## src/rtl/bus_pkg.sv

```systemverilog
// Shared bus definitions for master2, the memory-backed slaves and their benches.
package bus_pkg;

  localparam int ADDR_W = 16;
  localparam int DATA_W = 8;

  localparam logic MODE_READ  = 1'b0;
  localparam logic MODE_WRITE = 1'b1;

  typedef enum logic [2:0] {
    IDLE   = 3'd0,
    WAIT   = 3'd1,
    ACCESS = 3'd2,
    RESP   = 3'd3
  } slave_state_t;

endpackage

```

## src/rtl/slave_ram.sv

```systemverilog
// Single-port synchronous byte RAM with a registered read port; contents are never reset.
module slave_ram
  import bus_pkg::*;
#(
  parameter int ADDR_BITS = 8
) (
  input  logic                 clk,
  input  logic                 we,
  input  logic [ADDR_BITS-1:0] addr,
  input  logic [DATA_W-1:0]    wdata,
  output logic [DATA_W-1:0]    rdata
);

  logic [DATA_W-1:0] mem [2**ADDR_BITS];

  always_ff @(posedge clk) begin
    if (we) begin
      mem[addr] <= wdata;
    end
    rdata <= mem[addr];
  end

endmodule

```

## src/rtl/bus_slave_mem.sv

```systemverilog
// Bus responder owning one address window, backed by a local RAM, with programmable wait states.
// Optional write protection input is enabled by defining SLAVE_WPROT_EN.
module bus_slave_mem
  import bus_pkg::*;
#(
  parameter logic [ADDR_W-1:0] BASE_ADDR   = 16'h1000,
  parameter int                ADDR_BITS   = 8,
  parameter int                WAIT_CYCLES = 2
) (
  input  logic              clk,
  input  logic              rst_n,
  input  logic              valid,
  input  logic              mode,
  input  logic [ADDR_W-1:0] addr,
  input  logic [DATA_W-1:0] wdata,
`ifdef SLAVE_WPROT_EN
  input  logic              wprot,
`endif
  output logic [DATA_W-1:0] rdata,
  output logic              ready,
  output logic              sel,
  output logic [2:0]        state_show
);

  localparam logic [3:0] WAIT_LOAD = 4'(WAIT_CYCLES);

  slave_state_t         state_q, state_d;
  logic [3:0]           cnt_q, cnt_d;
  logic [ADDR_BITS-1:0] addr_q, addr_d;
  logic                 mode_q, mode_d;
  logic [DATA_W-1:0]    wdata_q, wdata_d;
  logic [DATA_W-1:0]    rdata_q, rdata_d;
  logic                 ready_q, ready_d;
  logic                 sel_q, sel_d;
  logic                 ram_we;
  logic                 wr_block;
  logic                 hit;
  logic [DATA_W-1:0]    ram_rdata;

`ifdef SLAVE_WPROT_EN
  assign wr_block = wprot;
`else
  assign wr_block = 1'b0;
`endif

  assign hit = (addr[ADDR_W-1:ADDR_BITS] == BASE_ADDR[ADDR_W-1:ADDR_BITS]);

  always_comb begin
    state_d = state_q;
    cnt_d   = cnt_q;
    addr_d  = addr_q;
    mode_d  = mode_q;
    wdata_d = wdata_q;
    rdata_d = rdata_q;
    ready_d = ready_q;
    sel_d   = sel_q;
    ram_we  = 1'b0;
    case (state_q)
      IDLE: begin
        if (valid && hit) begin
          addr_d  = addr[ADDR_BITS-1:0];
          mode_d  = mode;
          wdata_d = wdata;
          sel_d   = 1'b1;
          cnt_d   = WAIT_LOAD;
          state_d = (WAIT_LOAD == 4'd0) ? ACCESS : WAIT;
        end
      end
      WAIT: begin
        if (!valid) begin
          state_d = IDLE;
          sel_d   = 1'b0;
          cnt_d   = 4'd0;
        end else begin
          cnt_d = cnt_q - 4'd1;
          if (cnt_q <= 4'd1) begin
            state_d = ACCESS;
          end
        end
      end
      ACCESS: begin
        // A reset landing on this edge must still cancel the write.
        if (mode_q == MODE_WRITE) begin
          ram_we = !wr_block && rst_n;
        end else begin
          rdata_d = ram_rdata;
        end
        ready_d = 1'b1;
        state_d = RESP;
      end
      RESP: begin
        if (!valid) begin
          ready_d = 1'b0;
          sel_d   = 1'b0;
          state_d = IDLE;
        end
      end
      default: begin
        state_d = IDLE;
        ready_d = 1'b0;
        sel_d   = 1'b0;
      end
    endcase
  end

  always_ff @(posedge clk) begin
    if (!rst_n) begin
      state_q <= IDLE;
      cnt_q   <= 4'd0;
      addr_q  <= '0;
      mode_q  <= MODE_READ;
      wdata_q <= '0;
      rdata_q <= '0;
      ready_q <= 1'b0;
      sel_q   <= 1'b0;
    end else begin
      state_q <= state_d;
      cnt_q   <= cnt_d;
      addr_q  <= addr_d;
      mode_q  <= mode_d;
      wdata_q <= wdata_d;
      rdata_q <= rdata_d;
      ready_q <= ready_d;
      sel_q   <= sel_d;
    end
  end

  // Addressing the RAM with the next latched address makes the read data ready by ACCESS.
  slave_ram #(
    .ADDR_BITS(ADDR_BITS)
  ) u_ram (
    .clk  (clk),
    .we   (ram_we),
    .addr (addr_d),
    .wdata(wdata_q),
    .rdata(ram_rdata)
  );

  assign rdata      = rdata_q;
  assign ready      = ready_q;
  assign sel        = sel_q;
  assign state_show = state_q;

endmodule

```

## config.mk

```make
export PLATFORM = sky130hd
export DESIGN_NAME = bus_slave_mem
export DESIGN_NICKNAME = d
export VERILOG_FILES = /design/src/rtl/bus_pkg.sv /design/src/rtl/slave_ram.sv /design/src/rtl/bus_slave_mem.sv
export SDC_FILE = /design/constraint.sdc
export NUM_CORES = 2
export LEC_CHECK = 0
export CORE_AREA = 2 2 393 395
export CTS_CLUSTER_DIAMETER = 200
export DETAILED_ROUTE_END_ITERATION = 7
export DIE_AREA = 0 0 395 397
export PLACE_DENSITY_LB_ADDON = 0.3
export SLEW_MARGIN = 15
export SYNTH_ARGS = -nofsm -noshare
export SYNTH_HDL_FRONTEND = slang
export SYNTH_SLANG_ARGS = --single-unit
```

## constraint.sdc

```tcl
create_clock -name clk -period 11.4 [get_ports clk]
set_clock_uncertainty 0.05 [all_clocks]
set_input_delay 1.14 -clock clk [delete_from_list [all_inputs] [get_ports clk]]
set_output_delay 1.14 -clock clk [all_outputs]
set_load 0.005 [all_outputs]
```

==> flow_summary.ini <==
[outcome]
status = complete, but fails checks
violations = DRC

[synthesis]
synth-edff-count = 2048
synthFlopType = edfxtp_1
async_flop_share_pct = 0
synth_cell_type_count = 62
ys_seq_area_share_pct = 76.0
syn_nets = 6006
yosysMostFrequentCell = edfxtp_1
syn-mean-instance-area_sq_um = 13.7
synth_area_leader_cell = edfxtp_1
synthCells = 5976
yosys_register_bits = 2089
syn_area_sq_mm = 0.0820
synth_top_area_share_pct = 75.0
ys_top_cells_by_count = 2048 x edfxtp_1, 1544 x nand2_1, 377 x nand3_1, 302 x nor2_1, 229 x clkbuf_1
synth.area.top_cells = edfxtp_1 75%, nand2_1 7.1%, mux2i_1 2.3%
yosys_warnings = 0

[timing]
finalHoldViolCount = 0
fin_crit_sh_pct = 58.4
finalSetupViolCount = 0
fmax_mhz = 150
hold_slack_ns = 0.435
tightest_slew_ns = 1.31
max_slew_margin_pct = 12.0
finalCriticalPeriod_ns = 6.66
rsz0062_at_grt = false
slew_violations = 0
finalSetupTns_ns = 0

[global_route]
grt_first_pass_wirelength_mm = 328
antenna_found_initial = 9
track_usage_pct = 28.2
grt_pass1_vias = 48400
grt_overflow = 0
grt_max_degree = 191

[finish]
multi_input_area_sq_mm = 0.0182
nets = 5945
area_growth_pct = 10.7
fin_util_pct = 59.4
drive_gt1_share_pct = 6.79
fillers = 11400
design_area_sq_mm = 0.0908
seq_area_sq_mm = 0.0623

[clock_tree]
ctsResizeCount = 0
clock_path_buffers = 3
htree_num_levels = 4
postCtsHoldBufs = 0
clock-root-buffer = clkbuf_16
cts_buffers = 196
cts_tree = done
postCtsSetupBuffers = 0
worstSkewPairLatency_ns = 0.86
cts_sinks = 2089
path_clk_slew_ns = 0.06

[route]
drc = 1
vias_per_cell = 6.37
firstDrtPassIters = 8
wl_mm = 224
wire_per_inst_um = 27.6
vias = 51700
drtIter0Drc = 8002
antenna_left = 0

[critical_path]
endpoint_kind = register
crit_required_ns = 12.03
crit_arrival_ns = 7.29
regToRegStartpoint = state_show[0]$_SDFFE_PN0P_
start_kind = primary input
cp-startpoint = addr[13]
cp_max_fo = 66
critPathKind = in2reg

[floorplanning]
die_h_um = 397
die_w_um = 395
core-area_sq_mm = 0.153
start_util_pct = 53.6
io_pins = 41
die-area_sq_mm = 0.157
placementRows = 144

[worst_hold_path]
hp-start = ready$_SDFFE_PN0P_
min_path_type = reg2reg

[pwr]
power_density_mw_per_mm2 = 164
peakVddDrop_uv = 159
p_leak_uw = 0.0330

[place]
place_congestion = 0.860
dp.final_hpwl_mm = 129
postPlaceCellArea_sq_mm = 0.0844
portBuffers = 39

[run]
cap_violations = 0
[layer usage]
layer / GRT usage, % / part of all wire, % / up-vias / wire length, um
met1: 40.3 / 39 / 25800 / 86900
li1: - / - / 22300 / -
met5: 0 / 0.013 / - / 29
met3: 6.32 / 12 / 445 / 25800
met2: 43.1 / 46 / 3155 / 104000
met4: 9.90 / 3.6 / 6 / 8100
[placed cells by master (no fill, tap or decap), types with 11 or more instances in the layout]
cell type,instances
clkbuf_16,204
mux2i_1,188
a21boi_0,18
clkdlybuf4s50_1,39
buf_12,11
a32oi_1,142
buf_4,87
clkinv_2,28
nand4_1,107
clkbuf_1,43
a31oi_1,185
o21ai_0,11
nor2b_1,12
clkinv_1,49
nor3_1,18
a21oi_1,210
and3_1,81
a2111oi_0,25
edfxtp_1,2048
bufinv_16,21
a22oi_1,52
a211oi_1,73
nor2_1,298
nand3_1,377
a311oi_1,40
nand2_1,1536
dfxtp_1,33
[power breakdown]
part           total (uW)  switching [uW]  leakage [uW]  internal (uW)
Clock                6550            2800       0.00312           3750
Combinational        54.5            33.1       0.00573           21.4
Sequential           8300            3.70        0.0241           8300
Total               14900            2840        0.0330          12100
[registers in the layout (all words and copies together), names as in the netlist]
signal	count
state_show	2
u_ram.mem	2048
wdata_q	8
sel	1
mode_q	1
rdata	8
ready	1
cnt_q	4
u_ram.rdata	8
addr_q	8
[final timing paths]
kind / to / slack [ns] / cells after the start
worst min-delay path: ready$_SDFFE_PN0P_ / 0.43 / 2
worst max-delay path: u_ram.rdata[2]$_DFF_P_ / 4.74 / 13
worst min register to register: ready$_SDFFE_PN0P_ / 0.43 / 2
worst max register to register: u_ram.rdata[2]$_DFF_P_ / 5.27 / 12
[kinds of logic (layout without fill, tap and decap cells)]
logic type      after synthesis  after routing  synth area share [%]
compound gates              801            801                  6.77
fa+ha+maj                     2              2                0.0305
buf+inv                     401            504                  2.01
flops                      2089           2089                  76.0
mux                         197            197                  2.42
other cells                   1              2               0.00457
simple gates               2485           2485                  12.8
[final cells by class]
type	count	area share, %
tap	2044	2.82
multi-input combinational	3486	20.0
inverter	5	0.0207
sequential	2089	68.7
antenna	1	0.00276
clock inverter	113	1.23
clock buffer	249	5.83
timing repair buffer	137	1.39
[per-stage QoR]
stage | setup WS, ns | std cells | power [uW]
after global placement | 4.11 | 7761 | 8520
after floorplan | 6.55 | 5976 | 8500
after CTS | 5.00 | 8123 | 14900
final | 4.74 | 8124 | 14900
after global routing | 4.75 | 8123 | 15200
after detailed placement | 4.13 | 7761 | 8520
[critical path: stages]
cell and delay (ns):
clkdlybuf4s50_1 0.42, or4b_4 0.60, o41ai_2 0.55, buf_4 0.70, and2_4 0.52, buf_4 0.70
buf_4 0.72, mux2i_1 0.26, a32oi_1 0.10, a22oi_1 0.42, a31oi_1 0.17, nor3_1 0.70
nand4_1 0.18
(Power assumes the default switching activity.)
